$ cat src/rtl/mux4to1_rr.sv
// Four-channel round-robin stream multiplexer with optional burst hold.
// Beats from channels 0..3 are merged onto one registered output stream.
// Each beat carries its source channel on out_sel.
//
// Handshake semantics (all channels and the output): a beat transfers on a
// rising edge where valid and ready are both 1. A producer keeps valid and
// data stable until that edge. Ready may depend combinationally on valid,
// but valid never depends on ready. out_valid only drops after a transfer.
module mux4to1_rr #(
  parameter int W     = 8,
  parameter int BURST = 1
) (
  input  logic         clk,
  input  logic         rst,
  input  logic [3:0]   in_valid,
  input  logic [W-1:0] in_data0,
  input  logic [W-1:0] in_data1,
  input  logic [W-1:0] in_data2,
  input  logic [W-1:0] in_data3,
  output logic [3:0]   in_ready,
  output logic         out_valid,
  output logic [W-1:0] out_data,
  output logic [1:0]   out_sel,
  input  logic         out_ready
);

  // beat_cnt must hold BURST itself; it saturates there and never wraps.
  localparam int CW = $clog2(BURST + 1);
  localparam logic [CW-1:0] BURST_C = CW'(BURST);

  logic [1:0]    last_sel;
  logic [CW-1:0] beat_cnt;
  logic          load_en;
  logic          any_valid;
  logic          hold;
  logic [1:0]    rr_grant;
  logic [1:0]    grant;
  logic [W-1:0]  grant_data;

  assign load_en   = !out_valid || out_ready;
  assign any_valid = |in_valid;

  // The channel that owns the grant keeps it while its burst budget lasts.
  assign hold  = (beat_cnt != '0) && in_valid[last_sel] && (beat_cnt < BURST_C);
  assign grant = hold ? last_sel : rr_grant;

  // Round-robin search: first valid channel after last_sel, last_sel itself last.
  always_comb begin : rr_pick
    logic [1:0] idx;
    logic       found;
    idx      = '0;
    found    = 1'b0;
    rr_grant = last_sel;
    for (int k = 1; k <= 4; k++) begin
      idx = last_sel + 2'(k);
      if (!found && in_valid[idx]) begin
        rr_grant = idx;
        found    = 1'b1;
      end
    end
  end

  // Data of the granted channel.
  always_comb begin
    case (grant)
      2'd0:    grant_data = in_data0;
      2'd1:    grant_data = in_data1;
      2'd2:    grant_data = in_data2;
      default: grant_data = in_data3;
    endcase
  end

  // Consume the granted beat this cycle; nothing is consumed during reset.
  always_comb begin
    in_ready = 4'b0000;
    if (!rst && load_en && any_valid) begin
      in_ready = 4'b0001 << grant;
    end
  end

  // Output register and arbitration state.
  always_ff @(posedge clk or posedge rst) begin
    if (rst) begin
      out_valid <= 1'b0;
      out_data  <= '0;
      out_sel   <= 2'd0;
      last_sel  <= 2'd3;
      beat_cnt  <= '0;
    end else if (load_en) begin
      if (any_valid) begin
        out_valid <= 1'b1;
        out_data  <= grant_data;
        out_sel   <= grant;
        last_sel  <= grant;
        beat_cnt  <= hold ? beat_cnt + 1'b1 : CW'(1);
      end else begin
        if (out_ready) begin
          out_valid <= 1'b0;
        end
        // An idle slot ends any burst in progress.
        beat_cnt <= '0;
      end
    end
  end

endmodule

$ cat config.mk
export PLATFORM = sky130hd
export DESIGN_NAME = mux4to1_rr
export DESIGN_NICKNAME = d
export VERILOG_FILES = /design/src/rtl/mux4to1_rr.sv
export SDC_FILE = /design/constraint.sdc
export NUM_CORES = 1
export LEC_CHECK = 0
export BUFFER_PORTS_ARGS = -buffer_cell sky130_fd_sc_hd__buf_2
export CAP_MARGIN = 20
export CORE_MARGIN = 4
export CORE_UTILIZATION = 38
export CTS_BUF_LIST = sky130_fd_sc_hd__clkbuf_8 sky130_fd_sc_hd__clkbuf_16
export DETAILED_ROUTE_END_ITERATION = 10
export PLACE_DENSITY = 0.75
export REMOVE_ABC_BUFFERS = 1
export SKIP_CTS_REPAIR_TIMING = 1
export SLEW_MARGIN = 30
export SYNTH_ARGS = -nofsm -noshare
export SYNTH_HDL_FRONTEND = slang
export SYNTH_SLANG_ARGS = --single-unit
export TNS_END_PERCENT = 50
$ cat constraint.sdc
create_clock -name clk -period 1.69 [get_ports clk]
set_input_delay 0.0845 -clock clk [delete_from_list [all_inputs] [get_ports clk]]
set_output_delay 0.0845 -clock clk [all_outputs]
set_load 0.1 [all_outputs]
==> results of run 1 <==
cells in the mapped netlist (all sizes together):
cell | instances | area share (%)
mux2i | 17 | 20
nand2 | 16 | 6.9
dfrtp | 11 | 32
o221ai | 8 | 12
buf | 6 | 5.2
a21oi | 5 | 3.3
inv | 4 | 1.7
nor2 | 4 | 1.7
nor3 | 3 | 1.7
dfstp | 2 | 6.1
nand2b | 2 | 1.4
nor3b | 2 | 1.7
a21o | 1 | 0.87
a221oi | 1 | 3.0
a31oi | 1 | 0.72
nor4 | 1 | 0.72
o21ai | 1 | 1.0
sequential cells by signal, indices dropped and copies added (netlist names):
register and count:
out_data 8, out_sel 2, last_sel 2, out_valid 1
cell type report:
| cell class | instances | area (sq um) | share of cell area, % |
|---|---|---|---|
| well taps | 28 | 35.0 | 2.42 |
| repair buffers | 72 | 495 | 34.2 |
| flip-flops and latches | 13 | 328 | 22.6 |
| clock inverters | 1 | 3.75 | 0.259 |
| clock buffers | 3 | 41.3 | 2.85 |
| multi-input cells | 62 | 531 | 36.6 |
| inverters | 4 | 15.0 | 1.04 |
power by group through the flow:
stage	Sequential, W	Combinational, W	Clock (W)
3_3_place_gp	0.000468	0.00132	0
5_1_grt	0.000481	0.00151	0.000304
6_report	0.000469	0.00145	0.000275
2_1_floorplan	0.00105	0.000405	0
3_5_place_dp	0.000471	0.00134	0
4_1_cts	0.000469	0.00134	0.000285
metrics by stage:
stage	hold WS, ns	setup WS, ns	power (W)	util [%]	instance area, sq um
after global routing	0.152	-0.498	0.00230	66.1	1450
final	0.125	-0.400	0.00219	66.1	1450
after CTS	-0.0759	-0.447	0.00209	61.3	1340
after detailed placement	0.190	-0.148	0.00181	59.2	1300
after global placement	0.178	-0.0990	0.00178	59.2	1300
after floorplan	-0.0400	-2.28	0.00146	-	822
logic make-up (layout without fill, tap and decap cells):
group	after synthesis	count (layout)	synth area share, %
flip-flops	13	13	37.8
AND/OR/NAND/NOR	28	28	14.3
buffers and inverters	10	80	6.93
multiplexers	17	17	19.6
AO/OA/AOI/OAI	17	17	21.4
per-layer routing:
layer	vias to the layer above	routed length [um]	part of all wire (%)
li1	449	-	-
met5	-	0	0
met2	35	1510	55
met3	8	175	6.3
met1	432	1000	36
met4	0	77	2.8
worst max-delay path, stage by stage (launching register included):
cell,delay [ns]
dfstp_2,0.55
inv_1,0.06
o21ai_2,0.18
a221oi_4,0.10
buf_12,0.15
buf_4,0.13
nor3_1,0.23
buf_4,0.18
buf_12,0.16
worst max path at each step:
stage,slack [ns],cells after the start,start,endpoint
after floorplan,-2.28,4,last_sel[1],in_ready[0]
after global placement,-0.1,7,last_sel[1],in_ready[2]
after CTS,-0.45,7,last_sel[1],in_ready[2]
final,-0.40,8,last_sel[0],in_ready[3]
after global routing,-0.50,7,last_sel[1],in_ready[0]
after detailed placement,-0.15,7,last_sel[1],in_ready[2]
==> impl_metrics.ini, run 1 <==
[min_path]
hold_depth = 4
hp-class = input pin to flip-flop
hp-start = out_ready
whs_endpoint = out_valid

[logic_synthesis]
yosysWarnings = 0
synth_seq_area_share_pct = 37.8
synthesis.area_sq_um = 867
syn_area_per_cell_sq_um = 10.2
synthDistinctLibCells = 21
syn_inst = 85
ys_ff_latch = 13

[grt]
met3_usage_pct = 6.26
grt_pass1_vias = 937
antenna_found_initial = 0
grt_max_degree = 14
top_usage_layer = met2
grt_use_met2_pct = 30.2
overflow = 0
grt_use_met1_pct = 16.9
grt_pass1_wl_um = 4020
grt_usage_pct = 16.5

[floorplanning]
die_area_sq_um = 3110
die_h_um = 55.8
die_x_um = 55.8
core-area_sq_um = 2190
io_pins = 54
start_util_pct = 39.6
rows = 17

[placement]
place.gp.congestion = 0.739
placed_cells = 172
dp_hpwl_um = 1960
portBuffers = 53

[final_layout]
drive_gt1_share_pct = 60.0
num_antenna_cells = 0
nets = 195
finalNonFillerCells = 183
nFillCells = 171
area_delta_synth_final_pct = 67.1
layout_common_cells = 49 x buf_2, 16 x buf_4, 15 x nand2_1, 15 x mux2i_1, 11 x dfrtp_1
final_common_cell = buf_2

[pwr]
ir_worst_vdd_uv = 936
power_frac_comb_pct = 66.1
power.switching_w = 0.00116
powerDensity_nw_per_um2 = 1510
leakagePower_nw = 0.742
power.internal_w = 0.00103
pwr-share-clk_pct = 12.5
power_frac_seq_pct = 21.4
switching_share_pct = 53.1

[sta]
rsz0062_at_grt = yes
fmax_ghz = 0.479
max_slew.worst_pin.slew_ns = 0.517
relSlewSlack_pct = 65.5
fin_crit_ns = 2.09
fin_crit_sh_pct = 124
drv_slew = 0
worst_clock_skew_ns = 0.00179
finalSetupViolations = 12
tns_ns = -2.65
hold_viol = 0
layout_setup_ws_ns = -0.400

[setup_path]
path_max_fanout = 7
r2r-end = out_data[5]
critPathCaptureType = output pin
crit_arrival_ns = 2.01
required_ns = 1.61
r2r-start = last_sel[1]
r2r_cells = 8
start_kind = flip-flop
setup.worst_path.class = flip-flop to output pin
r2r_setup_slack_ns = -0.26

[routing]
dr.pass1.iters = 4
ant_nets = 0
drc = 0
drt_iter0_markers = 10
viasPerCell = 5.05
drt_wl_total_um = 2760
vias = 924
post_drt_wl_per_cell_um = 15.1

[clock_tree]
cts_tree = done
ctsRootBufferMaster = clkbuf_8
cts_buffers = 3
htreeDepth = 1
clock_latency_ns = 0.24
clkTransAtPathRegs_ns = 0.06
cts.path.max_buffers = 2
clock-sinks = 13

[outcome]
status = finished with violations
violations = negative setup slack

[job]
cap_violations = 0
No activity file was read; power rests on OpenSTA's default activity.
==> inputs of run 2 (changes only) <==
- ABC_AREA: not set -> 1
- CORE_UTILIZATION: 38 -> 42
- PLACE_DENSITY: 0.75 -> 0.76
==> run 2 against run 1 <==
Against the previous run:
- the flow still finishes with violations (negative setup slack)
- register-to-register slack got worse by 0.14 ns
- design area rose by 21%
- clock-buffer cell count unchanged
- setup slack lost 0.052 ns
- maximum frequency down 2.4%
- global-route usage rose by 0.78 points
- critical path type unchanged
- largest cell class unchanged
==> impl_metrics.ini, run 2 <==
[outcome]
status = finished with violations
violations = negative setup slack

[setup_path]
r2r-end = out_data[5]
r2r-start = last_sel[0]
r2r_cells = 15
critPathCaptureType = output pin
setup.worst_path.class = flip-flop to output pin
r2r_setup_slack_ns = -0.40
path_max_fanout = 8
start_kind = flip-flop
required_ns = 1.61
crit_arrival_ns = 2.06

[floorplanning]
die_x_um = 60.2
start_util_pct = 44.9
die_area_sq_um = 3620
core-area_sq_um = 2540
rows = 18
io_pins = 54
die_h_um = 60.2

[final_layout]
layout_common_cells = 63 x nand2_1, 49 x buf_2, 12 x nand3_1, 12 x inv_1
seqCellArea_sq_um = 328
largest_registers = out_data (8), last_sel (2), out_sel (2)
drive_gt1_share_pct = 45.8
multi_input_area_sq_um = 771
num_antenna_cells = 0
largest_reg_flops = 8
final_common_cell = nand2_1
regMostFlops = out_data
area_delta_synth_final_pct = 53.8
nets = 280
finalNonFillerCells = 270
nFillCells = 219

[sta]
worst_clock_skew_ns = 0.00284
fin_crit_sh_pct = 127
relSlewSlack_pct = 67.8
drv_slew = 0
finalSetupViolations = 16
layout_setup_ws_ns = -0.452
whs_ns = 0.0457
tns_ns = -4.88
fin_crit_ns = 2.14
fmax_ghz = 0.467
max_slew.worst_pin.slew_ns = 0.486
rsz0062_at_grt = yes
hold_viol = 0

[logic_synthesis]
syn_area_per_cell_sq_um = 6.65
synth.largest_area_cell = dfrtp_1
yosysWarnings = 0
syn_inst = 172
synthesis.area_sq_um = 1140
synth_seq_area_share_pct = 28.7
synth_top_area_share_pct = 24.1
synth_area_leaders = dfrtp_1 24%, nand2_1 23%, nand3_1 6.1%, nand3b_1 5.3%, buf_6 4.9%
synth_top_flop_cell = dfrtp_1
synth_most_common_cell = nand2_1
synth_common_cells = 70 x nand2_1, 14 x nand3_1, 11 x dfrtp_1, 11 x inv_1, 9 x nand4_1
synthDistinctLibCells = 26
ys_ff_latch = 13
synthArstFlopShare_pct = 100
synth_edf_count = 0

[placement]
dp_hpwl_um = 2540
portBuffers = 53
place.gp.congestion = 0.902
placed_cells = 262

[routing]
viasPerCell = 5.03
dr.pass1.iters = 4
ant_nets = 0
post_drt_wl_per_cell_um = 12.6
drc = 0
vias = 1359
drt_wl_total_um = 3400
drt_iter0_markers = 33

[min_path]
hp-class = input pin to flip-flop
whs_endpoint = out_valid
hold_depth = 2
hp-start = out_ready

[grt]
grt_max_degree = 22
grt_pass1_wl_um = 4710
antenna_found_initial = 0
grt_pass1_vias = 1132
overflow = 0
grt_usage_pct = 17.2

[clock_tree]
cts_tree = done
cts_buffers = 3
clkTransAtPathRegs_ns = 0.05
cts.path.max_buffers = 2
htreeDepth = 1
ctsRootBufferMaster = clkbuf_8
clock_latency_ns = 0.24
clock-sinks = 13

[job]
cap_violations = 0
[run 2: cell count changes after synthesis, sizes merged, moves of 9 or more]
cell and delta:
nand2 +64, mux2i -17, nand3 +17, inv +10
nand4 +9, o21ai +9
[run 2: stage by stage]
| stage | instance area, sq um | util, % | setup slack, ns |
|---|---|---|---|
| 3_3_place_gp | 1570 | 61.8 | -0.273 |
| 3_5_place_dp | 1570 | 61.8 | -0.305 |
| 2_1_floorplan | 1080 | - | -2.10 |
| 4_1_cts | 1620 | 63.5 | -0.569 |
| 5_1_grt | 1760 | 69.1 | -0.566 |
| 6_report | 1760 | 69.1 | -0.452 |
[run 2: worst max-delay path by stage]
stage	startpoint	endpoint	slack, ns	depth (start not counted)
finish	last_sel[0]	in_ready[0]	-0.45	12
global route	last_sel[0]	in_ready[0]	-0.57	12
CTS	last_sel[0]	in_ready[1]	-0.57	12
detailed placement	last_sel[0]	in_ready[1]	-0.30	12
global placement	last_sel[0]	in_ready[1]	-0.27	12
floorplan	out_valid	in_ready[0]	-2.10	5
[run 2: layer usage]
metal | up-vias | routed length (um) | track usage, %
li1 | 699 | - | -
met1 | 601 | 1480 | 22.8
met2 | 46 | 1640 | 27.5
met3 | 13 | 168 | 2.38
met4 | 0 | 105 | 7.91
met5 | - | 0 | 0
[run 2: critical path, cell delays in order, from the launching register on]
cell and delay (ns):
dfstp_2 0.61, inv_4 0.08, nand2_1 0.08, nand2_2 0.07, nand2_4 0.09, nand2_4 0.07
inv_2 0.06, nand3_2 0.09, nand2_2 0.10, nand2_4 0.08, nor3_2 0.18, buf_4 0.14
buf_12 0.16
[run 2: final cells by class]
class                   count  share of cell area, %
clock buffers               3                   2.35
multi-input cells         137                   43.8
flip-flops and latches     13                   18.6
inverters                  15                   3.49
clock inverters             1                  0.213
repair buffers             71                   29.4
well taps                  30                   2.13
[run 2: logic make-up (layout without fill, tap and decap cells)]
logic type | Yosys count | count (layout) | share of synthesized area, %
compound gates | 14 | 14 | 6.89
buf+inv | 22 | 90 | 10.8
flops | 13 | 13 | 28.7
simple gates | 123 | 123 | 53.6
Power of run 2 is left out: the tool's default activity adds up to more than one toggle a clock period on the data nets, which glitch-free logic cannot reach.
==> inputs of run 3 (changes only) <==
- CORE_UTILIZATION: 42 -> 50
- PLACE_DENSITY: 0.76 -> 0.85
- clock period: 1.69 -> 2.8 ns (I/O delays scaled with it)
==> run 3 against run 2 <==
Against the previous run:
- the run now ends clean
- design area is 17% lower
- wire length shrank 13%
- clock skew down 0.0025 ns
- die area shrank 14%
- flip-flop and latch count did not move
- hold slack better by 0.059 ns
- non-clock buffer count decreased by 14
- critical endpoint is now in_ready[2]
==> impl_metrics.ini, run 3 (synthesized netlist as in run 2, its figures left out) <==
[min_path]
hp-start = out_ready
whs_endpoint = out_valid
hp-class = input pin to flip-flop
hold_depth = 2

[grt]
grt_max_degree = 25
grt_pass1_wl_um = 4970
overflow = 0
grt_pass1_vias = 1207
grt_usage_pct = 19.4
antenna_found_initial = 0

[final_layout]
seqCellArea_sq_um = 328
nFillCells = 230
drive_gt1_share_pct = 35.4
nets = 266
layout_common_cells = 70 x nand2_1, 53 x buf_2, 14 x nand3_1
final_common_cell = nand2_1
area_delta_synth_final_pct = 27.4
multi_input_area_sq_um = 692
num_antenna_cells = 0
largest_reg_flops = 8
regMostFlops = out_data
largest_registers = out_data (8), last_sel (2), out_sel (2)

[routing]
dr.pass1.iters = 4
top_layer = met4
wl_met1_um = 1270
viasPerCell = 5.08
drc = 0
drt_iter0_markers = 24
post_drt_wl_per_cell_um = 11.6
wl_met3_um = 281
ant_nets = 0
drt_wl_total_um = 2950
vias = 1290
routed-wl-met2_um = 1360

[floorplanning]
rows = 17
die_x_um = 55.8
die_area_sq_um = 3120
core-area_sq_um = 2190
start_util_pct = 52.2
die_h_um = 55.8
io_pins = 54

[sta]
fin_crit_ns = 2.58
rsz0062_at_grt = no
drv_slew = 0
finalSetupViolations = 0
relSlewSlack_pct = 67.7
layout_setup_ws_ns = 0.219
fin_crit_sh_pct = 92.2
max_slew.worst_pin.slew_ns = 0.488
fmax_ghz = 0.387
hold_viol = 0
worst_clock_skew_ns = 0.000302

[placement]
portBuffers = 53
dp_slack_ns = 0.482
dp_hpwl_um = 2330
place.gp.congestion = 0.780

[setup_path]
slowest_delay_ns = 0.62
crit_family = simple AND/OR/NAND/NOR gates
path_max_fanout = 24
worst-path-buf-inv = 2
required_ns = 2.66
crit_arrival_ns = 2.44
r2r_setup_slack_ns = 0.64
r2r_cells = 15
crit_chain = inv_4 -> nand2_1 -> nand2_1 -> nand2_4 -> nand2_4 -> nor2_2 -> nand3_2 -> nand2_4 -> nand2_1 -> nor2_1 -> buf_2
setup.worst_path.class = flip-flop to output pin
slowest_stage = dfstp_2
r2r-start = last_sel[0]
r2r-end = out_data[0]
start_kind = flip-flop
critPathCaptureType = output pin

[clock_tree]
clock-sinks = 13
clkTransAtPathRegs_ns = 0.05
cts_buffers = 3
cts.path.max_buffers = 2
cts_tree = done
ctsRootBufferMaster = clkbuf_8
htreeDepth = 1
clock_latency_ns = 0.24

[job]
cap_violations = 0

[outcome]
status = finished, final reports clean
-- run 3: how the worst max path moves through the flow --
| stage | cells past startpoint | from | slack, ns | to |
|---|---|---|---|---|
| floorplan | 5 | out_valid | -1.05 | in_ready[0] |
| global placement | 11 | last_sel[0] | 0.55 | in_ready[3] |
| global route | 11 | last_sel[0] | 0.02 | in_ready[3] |
| detailed placement | 11 | last_sel[0] | 0.48 | in_ready[3] |
| finish | 11 | last_sel[0] | 0.22 | in_ready[2] |
| CTS | 11 | last_sel[0] | 0.22 | in_ready[3] |
-- run 3: cell type report --
type	instances	share of cell area, %
multi-input combinational	137	47.5
sequential	13	22.5
inverter	15	4.04
clock inverter	1	0.258
clock buffer	3	2.84
timing repair buffer	57	20.4
tap	28	2.41
-- run 3: through the flow --
step | instance area (sq um) | hold slack [ns] | util (%) | setup TNS (ns) | cells
4_1_cts | 1450 | -0.109 | 66.0 | 0 | 253
3_3_place_gp | 1400 | 0.141 | 64.0 | 0 | 249
6_report | 1460 | 0.104 | 66.5 | 0 | 254
2_1_floorplan | 1080 | 0.0237 | - | -2.57 | 165
3_5_place_dp | 1400 | 0.140 | 64.0 | 0 | 249
5_1_grt | 1460 | 0.130 | 66.5 | 0 | 254
-- run 3: routing by layer --
layer | up-vias | GRT usage, %
met4 | 0 | 5.08
met5 | - | 0
met3 | 4 | 6.73
met1 | 566 | 23.4
met2 | 52 | 32.8
li1 | 668 | -
Power of run 3 is left out for the same reason.
